### config.mk
export PLATFORM = sky130hd
export DESIGN_NAME = fetch_stage
export DESIGN_NICKNAME = d
export VERILOG_FILES = /design/src/rtl/riscv_pkg.sv /design/src/rtl/if_id_reg.sv /design/src/rtl/fetch_stage.sv
export SDC_FILE = /design/constraint.sdc
export NUM_CORES = 1
export LEC_CHECK = 0
export CAP_MARGIN = 20
export CORE_MARGIN = 5
export CORE_UTILIZATION = 49
export DETAILED_ROUTE_END_ITERATION = 10
export PLACE_DENSITY = 0.93
export RECOVER_POWER = 25
export SKIP_LAST_GASP = 1
export SLEW_MARGIN = 20
export SYNTH_ARGS = -nofsm -noshare
export SYNTH_HDL_FRONTEND = slang
export SYNTH_SLANG_ARGS = --single-unit
export TNS_END_PERCENT = 100
### constraint.sdc
create_clock -name clk -period 6.45 [get_ports clk]
set_input_delay 1.29 -clock clk [delete_from_list [all_inputs] [get_ports clk]]
set_output_delay 1.29 -clock clk [all_outputs]
set_load 0.01 [all_outputs]
### src/rtl/riscv_pkg.sv
// Types and constants shared by the pipeline stages of the RISC-V core.
package riscv_pkg;

  localparam logic [31:0] RESET_VECTOR = 32'hBFC0_0000;
  localparam logic [31:0] ROM_BASE     = 32'hBFC0_0000;
  localparam logic [31:0] ROM_LIMIT    = 32'hBFC0_0FFF;
  localparam logic [31:0] NOP_INSTR    = 32'h0000_0013;

  typedef struct packed {
    logic [31:0] instr;
    logic [31:0] pc;
    logic [31:0] pc_plus4;
    logic        valid;
    logic        fault;
  } if_id_t;

  localparam if_id_t IF_ID_BUBBLE = '{
    instr:    NOP_INSTR,
    pc:       32'h0,
    pc_plus4: 32'h0,
    valid:    1'b0,
    fault:    1'b0
  };

endpackage

### src/rtl/if_id_reg.sv
// IF/ID pipeline register: reset or flush loads a bubble, stall holds, otherwise loads d_i.
module if_id_reg
  import riscv_pkg::*;
(
  input  logic   clk,
  input  logic   rst,
  input  logic   stall_i,
  input  logic   flush_i,
  input  if_id_t d_i,
  output if_id_t q_o
);

  if_id_t if_id_q;

  always_ff @(posedge clk) begin
    if (rst || flush_i) begin
      if_id_q <= IF_ID_BUBBLE;
    end else if (!stall_i) begin
      if_id_q <= d_i;
    end
  end

  assign q_o = if_id_q;

endmodule

### src/rtl/fetch_stage.sv
// Instruction-fetch stage: PC register, next-PC selection and IF/ID capture.
// Optional fetch address checking is enabled by defining FETCH_RANGE_CHECK_EN.
module fetch_stage #(
  parameter int unsigned      DATA_WIDTH    = 32,
  parameter int unsigned      ADDRESS_WIDTH = 32,
  parameter logic [31:0]      RESET_VECTOR  = riscv_pkg::RESET_VECTOR
) (
  input  logic                     clk,
  input  logic                     rst,
  input  logic                     StallF,
  input  logic                     StallD,
  input  logic                     FlushD,
  input  logic                     PCSrcE,
  input  logic [ADDRESS_WIDTH-1:0] PCTargetE,
  output logic [ADDRESS_WIDTH-1:0] PCF,
  input  logic [DATA_WIDTH-1:0]    InstrF,
  output logic [DATA_WIDTH-1:0]    InstrD,
  output logic [ADDRESS_WIDTH-1:0] PCD,
  output logic [ADDRESS_WIDTH-1:0] PCPlus4D,
  output logic                     ValidD,
  output logic                     FetchFaultD
);

  import riscv_pkg::*;

  logic [31:0] pc_q, pc_d;
  logic [31:0] pc_plus4;
  if_id_t      if_id_d, if_id_q;

  assign pc_plus4 = pc_q + 32'd4;

  // Redirect beats stall; reset is applied in the register itself.
  always_comb begin
    pc_d = pc_plus4;
    if (PCSrcE) begin
      pc_d = {PCTargetE[31:2], 2'b00};
    end else if (StallF) begin
      pc_d = pc_q;
    end
  end

  always_ff @(posedge clk) begin
    if (rst) begin
      pc_q <= RESET_VECTOR;
    end else begin
      pc_q <= pc_d;
    end
  end

`ifdef FETCH_RANGE_CHECK_EN
  logic misalign_q;
  logic load;
  logic fault;

  assign load = !rst && !FlushD && !StallD;

  // Remembers a misaligned redirect until its target is first captured in IF/ID.
  always_ff @(posedge clk) begin
    if (rst) begin
      misalign_q <= 1'b0;
    end else if (PCSrcE) begin
      misalign_q <= |PCTargetE[1:0];
    end else if (load) begin
      misalign_q <= 1'b0;
    end
  end

  assign fault = (pc_q < ROM_BASE) || (pc_q > (ROM_LIMIT - 32'd3)) || misalign_q;

  always_comb begin
    if_id_d.instr    = fault ? NOP_INSTR : InstrF;
    if_id_d.pc       = pc_q;
    if_id_d.pc_plus4 = pc_plus4;
    if_id_d.valid    = 1'b1;
    if_id_d.fault    = fault;
  end
`else
  always_comb begin
    if_id_d.instr    = InstrF;
    if_id_d.pc       = pc_q;
    if_id_d.pc_plus4 = pc_plus4;
    if_id_d.valid    = 1'b1;
    if_id_d.fault    = 1'b0;
  end
`endif

  if_id_reg u_if_id_reg (
    .clk     (clk),
    .rst     (rst),
    .stall_i (StallD),
    .flush_i (FlushD),
    .d_i     (if_id_d),
    .q_o     (if_id_q)
  );

  assign PCF         = pc_q;
  assign InstrD      = if_id_q.instr;
  assign PCD         = if_id_q.pc;
  assign PCPlus4D    = if_id_q.pc_plus4;
  assign ValidD      = if_id_q.valid;
  assign FetchFaultD = if_id_q.fault;

endmodule
==> results.md <==
* Row count at 39
* Slew at the pin with the worst max-slew slack at 2120 ps
* Num CTS Buffers at 17
* Total Power at 0.00201 W
* GR Util All Layers at 25.8%
* CTS tree: built
* Adder-cell share of the synthesized area at 0.224%
* Routed Antenna Nets at 0
* PortBufs at 190
* Final wirelength at 17700 um
* Most frequent cells in the layout: clkdlybuf4s50_1 (150), dfxtp_1 (123), nor2_1 (85)
* Top FF cell, synth: dfxtp_1
* Max Slew Vio Count at 51
* Crit path buf inv count at 3
* Seq/Total Area, Yosys at 44.1%
* Clk buf depth at 2
* Vias per cell at 5.82
* Relative slew slack at -41.5%
* Simple-gate portion of the synthesized area at 21.7%
* Clk Latency, worst-skew pair at 410 ps
* Max Fclk at 240 MHz
* Hold Vio Cnt, Final at 0
* DIE HEIGHT at 117 um
* Post-CTS setup buffers at 0
* Post-Layout Cell Count at 950
* Worst hold slack at 445 ps
* Tcrit/Tclk final at 64.5%
* Commonest non-fill, non-tap cell in the layout: clkdlybuf4s50_1
* Asr flop ratio synth at 0%
* Peak supply drop at 166 uV
* Clock Tree Root: clkbuf_16
* Post-synthesis register bit count at 123
* Final Critical Period at 4160 ps
* Failing checks: capacitance limit, slew limit
* Max Fanout on Critical Path at 66
* GRT overflow at 0
* Mux cell area share after synthesis at 11.3%
* Worst-path cell chain: dlygate4sd3_1 -> clkbuf_1 -> or2_2 -> buf_4 -> nor2_1
* Post-Synth XOR/XNOR Area at 3.14%
* Number of global-route vias before repair at 5481
* Pwr dens at 250 nW/um^2
* Core footprint at 11300 um^2
* Setup TNS at 0 ps
* DR vias at 5532
* WP data required at 6710 ps
* CTS resizes at 0
* Worst setup margin at 2290 ps
* Skew final at 6.71 ps
* Netlist cell types at 51
* Final setup vio count at 0
* Slowest stage delay, CP at 1510 ps
* P&R area growth vs syn at 43.9%
* Outcome: finished, violations left
* RSZ-0062 raised after global routing: false
* Clk sinks at 123
* Post-Synthesis Cells at 632
* CP max-delay cell: clkbuf_1
* Share of cells above drive strength 1 at 5.95%
* Fill cell count at 832
* CP delay by family, top: buffers and inverters
* HP Class: register to register
* Hold_buf cts at 0
* Post-route DRC at 0
* Largest net degree at the start of global routing at 67
* Max-Cap Viols at 1
* Worst slack at placement at 2790 ps
* DR iter-0 viols at 444
* Pre-Repair DR Iteration Count at 5
* Nets at 865
* First-pass GRT wire length at 27600 um
* Largest family of logic cells by synthesized area: simple AND/OR/NAND/NOR gates
* Yosys Warn Count at 0
* Leakage at 3.06 nW
* Syn Area/Cell at 8.84 um^2
* # IOs at 200
* Compound-Gate Fraction of Synth Area at 14.0%
* Starting density of the core at 49.6%
* Critical setup path kind: input port to register
* Ant diodes at 0
* Worst setup EP type: register
* Critical Path AT at 4420 ps
* Cell area after synthesis at 5590 um^2
* Startpoint Class: input port
* H-tree Lvls at 4
* DIE WIDTH at 117 um
* DP Cell Count at 917
* GPL Wtd Cong at 0.899
* Post-DP HPWL at 12200 um
* Number of synthesized flops with an enable pin at 0
* Avg WL per Cell at 18.7 um
* DIE AREA at 13600 um^2
* Initial antenna violation count at 0
* Clock transition at path regs at 60 ps
## cells in the mapped netlist (2+ instances only)
| cell | instances | area (um^2) |
|---|---|---|
| nand4_1 | 13 | 81.3 |
| a21oi_1 | 22 | 110 |
| clkbuf_1 | 36 | 135 |
| or2_2 | 2 | 12.5 |
| buf_2 | 10 | 50.1 |
| and2_1 | 4 | 25.0 |
| and4_1 | 10 | 87.6 |
| nand2b_1 | 2 | 12.5 |
| nor4_1 | 9 | 56.3 |
| dfxtp_1 | 123 | 2460 |
| nor4b_1 | 2 | 17.5 |
| inv_1 | 7 | 26.3 |
| xor2_1 | 8 | 70.1 |
| a31oi_1 | 13 | 81.3 |
| o31a_1 | 4 | 35.0 |
| o21a_1 | 2 | 15.0 |
| a311oi_1 | 11 | 96.3 |
| xnor2_1 | 12 | 105 |
| nor3b_1 | 4 | 30.0 |
| o32ai_1 | 2 | 17.5 |
| and3_1 | 4 | 25.0 |
| clkbuf_2 | 2 | 10.0 |
| or4_1 | 10 | 75.1 |
| nand3b_1 | 2 | 15.0 |
| a2111oi_0 | 2 | 17.5 |
| nor2_1 | 85 | 319 |
| o31ai_1 | 10 | 75.1 |
| or3_1 | 10 | 62.6 |
| buf_1 | 5 | 18.8 |
| nand3_1 | 16 | 80.1 |
| nor3_1 | 24 | 120 |
| a31o_2 | 3 | 26.3 |
| nand2_1 | 30 | 113 |
| a211oi_1 | 16 | 120 |
| buf_4 | 7 | 52.6 |
| o21ai_0 | 33 | 165 |
| mux2i_1 | 63 | 631 |
## final timing paths
path                            from                  end  slack [ps]  depth (start not counted)
setup / recovery                 rst  u_if_id_reg.q_o[72]        2290                          5
hold / removal    u_if_id_reg.q_o[1]   u_if_id_reg.q_o[1]         450                          1
setup reg to reg              PCF[2]              PCF[30]        3770                          5
hold reg to reg   u_if_id_reg.q_o[1]   u_if_id_reg.q_o[1]         450                          1
## layer usage
layer / global-route usage, % / part of all wire [%]
met1: 31.7 / 39
met2: 42.2 / 49
met3: 7.81 / 9.0
met4: 11.0 / 3.0
met5: 0 / 0
## registers in the layout, summed over array words and instances (netlist names)
| register | cells |
|---|---|
| u_if_id_reg.q_o | 93 |
| PCF | 30 |
## metrics by stage
stage | utilization [%] | instance area, um^2
floorplan | - | 5610
global placement | 66.2 | 7460
detailed placement | 66.2 | 7460
CTS | 71.3 | 8040
global route | 71.3 | 8040
finish | 71.3 | 8040
## worst reg2reg max path, cell delays in order (launching register included)
cell,delay [ps]
dfxtp_1,580
ha_1,460
nor2b_1,260
nand4_1,360
or4_1,620
a311oi_1,280
## report_power, final
group,internal (W),switching (W)
sequential,0.000793,0.0000435
combinational,0.000136,0.000117
clock,0.000569,0.000350
total,0.00150,0.000511
## cell families (layout without fill, tap and decap cells)
group                      Yosys count  count (layout)
other                                1               7
buffers and inverters               69             238
and+or+nand+nor                    235             235
AOI/OAI and AO/OA                  120             120
xor gates and xnor gates            20              20
muxes                               63              63
adders and majority gates            1               1
DFF                                123             123
## layout make-up
cell class / count / area [um^2] / area share [%]
Clock inverter: 14 / 148 / 1.84
Sequential cell: 123 / 2460 / 30.6
Timing Repair Buffer: 198 / 1950 / 24.3
Clock buffer: 18 / 429 / 5.34
Inverter: 8 / 30.0 / 0.374
Multi-Input combinational cell: 446 / 2840 / 35.3
Tap cell: 143 / 179 / 2.23
No activity file was read; power rests on OpenSTA's default activity.
